`src/rtl/pc_fetch_unit.sv`:
```
// Program counter and instruction fetch stage: fetches over a req/ack handshake,
// holds the instruction for the control unit, and computes the next PC.
module pc_fetch_unit #(
  parameter int unsigned ADDR_W  = 12,
  parameter int unsigned INSTR_W = 16,
  parameter int unsigned TIMEOUT = 15,
  parameter int unsigned CNT_W   = 16
) (
  input  logic               clk,
  input  logic               rst_n,
  input  logic               stall,
  input  logic               jump,
  input  logic               branch,
  output logic               imem_req,
  output logic [ADDR_W-1:0]  imem_addr,
  input  logic               imem_ack,
  input  logic [INSTR_W-1:0] imem_rdata,
  output logic [INSTR_W-1:0] ir,
  output logic [3:0]         op,
  output logic               ir_valid,
  output logic [ADDR_W-1:0]  pc,
  output logic [CNT_W-1:0]   retired_cnt,
  output logic               fetch_err
);

  localparam int unsigned WAIT_W = (TIMEOUT > 1) ? $clog2(TIMEOUT) : 1;
  localparam logic [WAIT_W-1:0] WAIT_LAST = WAIT_W'(TIMEOUT - 1);

  typedef enum logic [1:0] {
    S_IDLE,
    S_FETCH,
    S_EXEC,
    S_ERROR
  } state_t;

  state_t               r_state;
  state_t               w_state_next;
  logic [ADDR_W-1:0]    r_pc;
  logic [INSTR_W-1:0]   r_ir;
  logic [CNT_W-1:0]     r_cnt;
  logic                 r_err;
  logic [WAIT_W-1:0]    r_wait;

  logic                 w_load_ir;
  logic                 w_retire;
  logic                 w_wait_inc;
  logic [ADDR_W-1:0]    w_pc_next;
  logic [ADDR_W-1:0]    w_boff;
  logic [ADDR_W-1:0]    w_jtgt;

  assign w_boff = ADDR_W'($signed(r_ir[5:0]));
  assign w_jtgt = ADDR_W'(r_ir[11:0]);

  always_comb begin
    w_state_next = r_state;
    w_load_ir    = 1'b0;
    w_retire     = 1'b0;
    w_wait_inc   = 1'b0;
    imem_req     = 1'b0;
    ir_valid     = 1'b0;
    unique case (r_state)
      S_IDLE:  w_state_next = S_FETCH;
      S_FETCH: begin
        imem_req = 1'b1;
        if (imem_ack) begin
          w_load_ir    = 1'b1;
          w_state_next = S_EXEC;
        end else if (r_wait == WAIT_LAST) begin
          w_state_next = S_ERROR;
        end else begin
          w_wait_inc = 1'b1;
        end
      end
      S_EXEC: begin
        ir_valid = 1'b1;
        if (!stall) begin
          w_retire     = 1'b1;
          w_state_next = S_FETCH;
        end
      end
      S_ERROR: w_state_next = S_ERROR;
      default: w_state_next = S_IDLE;
    endcase
  end

  // jump outranks branch; everything wraps modulo 2^ADDR_W
  always_comb begin
    w_pc_next = r_pc + ADDR_W'(1);
    if (jump) begin
      w_pc_next = w_jtgt;
    end else if (branch) begin
      w_pc_next = r_pc + ADDR_W'(1) + w_boff;
    end
  end

  always_ff @(posedge clk or negedge rst_n) begin
    if (!rst_n) begin
      r_state <= S_IDLE;
      r_pc    <= '0;
      r_ir    <= '0;
      r_cnt   <= '0;
      r_err   <= 1'b0;
      r_wait  <= '0;
    end else begin
      r_state <= w_state_next;
      r_wait  <= w_wait_inc ? r_wait + WAIT_W'(1) : '0;
      if (w_load_ir) begin
        r_ir <= imem_rdata;
      end
      if (w_retire) begin
        r_pc  <= w_pc_next;
        r_cnt <= r_cnt + CNT_W'(1);
      end
      if (w_state_next == S_ERROR) begin
        r_err <= 1'b1;
      end
    end
  end

  assign imem_addr   = r_pc;
  assign pc          = r_pc;
  assign ir          = r_ir;
  assign op          = r_ir[INSTR_W-1 -: 4];
  assign retired_cnt = r_cnt;
  assign fetch_err   = r_err;

endmodule

```
`config.mk`:
```
export PLATFORM = sky130hd
export DESIGN_NAME = pc_fetch_unit
export DESIGN_NICKNAME = d
export VERILOG_FILES = /design/src/rtl/pc_fetch_unit.sv
export SDC_FILE = /design/constraint.sdc
export NUM_CORES = 1
export LEC_CHECK = 0
export CAP_MARGIN = 15
export CELL_PAD_IN_SITES_DETAIL_PLACEMENT = 2
export CELL_PAD_IN_SITES_GLOBAL_PLACEMENT = 2
export CORE_UTILIZATION = 25
export DETAILED_ROUTE_END_ITERATION = 10
export GPL_TIMING_DRIVEN = 1
export PLACE_DENSITY_LB_ADDON = 0.15
export SLEW_MARGIN = 25
export SYNTH_ARGS = -nofsm -noshare
export SYNTH_HDL_FRONTEND = slang
export SYNTH_SLANG_ARGS = --single-unit
```
`constraint.sdc`:
```
create_clock -name clk -period 2.75 [get_ports clk]
set_clock_uncertainty 0.2 [all_clocks]
set_input_delay 0.55 -clock clk [delete_from_list [all_inputs] [get_ports clk]]
set_output_delay 0.55 -clock clk [all_outputs]
set_load 0.02 [all_outputs]
```
==> impl_metrics.env <==
export IMPL_portBuffers=84
export IMPL_start_util_pct=25.6
export IMPL_max_freq_mhz=335
export IMPL_grt_pass1_wl_um=16300
export IMPL_leakage_nw=2.04
export IMPL_path_cells="ha_4, nand4_1, nor2_2, and2_4, xor2_2, ha_1, nand2_2, or3_1, o211a_1, and4_4, o22ai_2, nand2b_1, a211o_1"
export IMPL_syn_area_mm2=0.00307
export IMPL_synth_edff_count=0
export IMPL_ir_drop_v=0.000312
export IMPL_layout_drive_gt1_share_pct=24.8
export IMPL_postSynthCellCount=309
export IMPL_cts_root_buffer="clkbuf_16"
export IMPL_dp_hpwl_um=7450
export IMPL_seqCellArea_mm2=0.00128
export IMPL_powerDensity_mw_per_mm2=1040
export IMPL_post_dp_cell_area_mm2=0.00430
export IMPL_grt_max_degree=30
export IMPL_worst_ep_arrival_time_ns=2.99
export IMPL_wl_met3_um=265
export IMPL_finalHoldViolations=0
export IMPL_worst_slew_pin_slew_ns=0.603
export IMPL_multi_input_area_mm2=0.00174
export IMPL_wl_met1_um=4440
export IMPL_maxSlewHeadroom_pct=59.8
export IMPL_die_y_um=113
export IMPL_drcViolationCount=0
export IMPL_antenna_found_initial=0
export IMPL_endpoint_kind="register"
export IMPL_grt_pass1_vias=3042
export IMPL_numCtsBuffers=5
export IMPL_period_minus_slack_ns=2.99
export IMPL_r2r_start="imem_addr[1]"
export IMPL_drt_vias_per_instance=4.67
export IMPL_boundaryPins=85
export IMPL_fin_area_mm2=0.00461
export IMPL_layout_common_cells="83 x clkdlybuf4s50_1, 49 x buf_4, 46 x dfrtp_1"
export IMPL_clk_pin_slew_ns=0.08
export IMPL_die_area_mm2=0.0127
export IMPL_grt_total_usage_pct=16.7
export IMPL_gp_congestion=0.789
export IMPL_dp_cells=560
export IMPL_clk_path_buf_depth=2
export IMPL_ys_warn_count=0
export IMPL_cts_hold_buffers=0
export IMPL_drv_slew=0
export IMPL_cp_max_fo=3
export IMPL_core_mm2=0.0120
export IMPL_num_vias=2679
export IMPL_setup_ws_ns=-0.239
export IMPL_n_antenna_cell=0
export IMPL_detail_route_wl_per_cell_um=17.4
export IMPL_cp_slowest_cell="dfrtp_2"
export IMPL_worstSetupStartpointType="register"
export IMPL_rows=40
export IMPL_worstHoldPathType="primary input to asynchronous set/reset pin"
export IMPL_met2_length_um=5170
export IMPL_crit_buf_inv=0
export IMPL_drt_iter0_drc=50
export IMPL_final_common_cell="clkdlybuf4s50_1"
export IMPL_htree_levels=2
export IMPL_synth_seq_area_share_pct=41.5
export IMPL_clk_latency_ns=0.30
export IMPL_top_layer="met4"
export IMPL_async_flop_share_pct=100
export IMPL_max_stage_delay_ns=0.44
export IMPL_r2r_setup_slack_ns=-0.24
export IMPL_required_ns=2.75
export IMPL_r2r_cells=13
export IMPL_rsz0062_at_grt="yes"
export IMPL_syn_avg_cell_area_um2=9.94
export IMPL_reg2reg_to="imem_addr[11]"
export IMPL_instances_no_fill=574
export IMPL_grt_overflow=0
export IMPL_cts_num_sinks=51
export IMPL_postRouteAntennaNets=0
export IMPL_die_w_um=113
export IMPL_violations="setup timing"
export IMPL_status="finished, violations left"
export IMPL_ys_ff_latch=51
export IMPL_first_pass_iters=4
export IMPL_ys_flop_type="dfrtp_1"
export IMPL_area_delta_synth_final_pct=49.9
export IMPL_min_period_over_period_pct=109
export IMPL_cts_tree="yes"
export IMPL_cap_viol_max_count=0
export IMPL_fill_cells=1318
export IMPL_crit_family="simple AND/OR/NAND/NOR gates"
export IMPL_synth_net_count=350
export IMPL_setup_viol=3
export IMPL_nNetsFinal=467
export IMPL_totalWireLength_um=10000
export IMPL_yosysUniqueCellTypes=44
export IMPL_critPathKind="register to register"
-- how the worst max path moves through the flow --
stage	from	to	cells after the start
2_1_floorplan	imem_addr[0]	imem_addr[11]	13
3_3_place_gp	imem_addr[0]	imem_addr[11]	12
3_5_place_dp	imem_addr[2]	imem_addr[11]	12
4_1_cts	imem_addr[1]	imem_addr[11]	13
5_1_grt	imem_addr[1]	imem_addr[11]	13
6_report	imem_addr[1]	imem_addr[11]	13
-- timing repair --
item	in CTS	in global routing
setup endpoints to repair	5	7
buffers inserted	5	1
gates resized for setup	12	12
pin swaps	7	10
-- cell families after synthesis --
group	after synthesis	share of synthesized area [%]
AOI/OAI and AO/OA	58	11.4
xor gates and xnor gates	34	9.69
adders and majority gates	19	7.98
buffers and inverters	31	5.74
DFF	51	41.5
muxes	22	7.82
and+or+nand+nor	94	15.8
-- flip-flops by register name (all words and copies together), names as in the netlist --
signal / cells
retired_cnt: 16
imem_addr: 12
fetch_err: 1
r_wait: 4
r_state: 2
ir: 16
-- per-layer routing --
metal	vias to the layer above	GRT usage, %
met5	-	0
met4	0	4.47
met3	9	3.64
met2	37	29.5
met1	1344	20.5
li1	1289	-
-- worst reg2reg max path: stages, from the launching register on --
cell and delay, ns:
dfrtp_2 0.44, ha_4 0.18, nand4_1 0.11, nor2_2 0.07, and2_4 0.17, xor2_2 0.15
ha_1 0.33, nand2_2 0.08, or3_1 0.36, o211a_1 0.16, and4_4 0.20, o22ai_2 0.15
nand2b_1 0.08, a211o_1 0.22
-- final cells by class --
class | instances | share of cell area, %
clock inverters | 3 | 0.598
flip-flops and latches | 51 | 27.8
inverters | 7 | 0.570
repair buffers | 134 | 26.6
well taps | 147 | 3.99
clock buffers | 5 | 2.72
multi-input cells | 227 | 37.7
-- synthesized netlist by cell type, types with 2 or more instances --
cell | count | area share, %
xor2_1 | 14 | 4.0
nand4_1 | 4 | 0.81
buf_4 | 16 | 3.9
nand3_1 | 9 | 1.5
ha_1 | 18 | 7.3
o21bai_1 | 3 | 0.73
mux2i_1 | 6 | 2.0
nand2b_1 | 6 | 1.2
nor2_1 | 20 | 2.4
a211oi_1 | 4 | 0.98
or3_1 | 5 | 1.0
nand3_2 | 2 | 0.65
o22ai_1 | 2 | 0.41
mux2_2 | 16 | 5.9
inv_1 | 6 | 0.73
nand2_1 | 28 | 3.4
dfrtp_1 | 51 | 42
and3_1 | 6 | 1.2
a21o_1 | 7 | 1.7
nor2b_1 | 3 | 0.61
a21oi_1 | 16 | 2.6
o21ai_0 | 19 | 3.1
xnor2_1 | 20 | 5.7
clkbuf_1 | 8 | 0.98
-- where the power goes --
group	leakage (nW)	internal, W	switching [W]
combinational	1.33	0.00151	0.00145
clock	0.0719	0.000347	0.000327
sequential	0.633	0.000938	0.000210
-- per-stage QoR --
stage               hold WS, ns  total power [W]  worst slack, ns  setup TNS (ns)  util [%]
floorplan                0.0544          0.00262           -0.174          -0.174         -
global placement          0.254          0.00378           -0.208          -0.221      35.8
detailed placement        0.253          0.00387           -0.264          -0.397      35.8
CTS                      0.0700          0.00469           -0.232          -0.235      37.8
global route             0.0862          0.00510           -0.367          -0.945      38.3
finish                   0.0419          0.00479           -0.239          -0.273      38.3
Note: power is estimated with default switching activity, not from simulation.
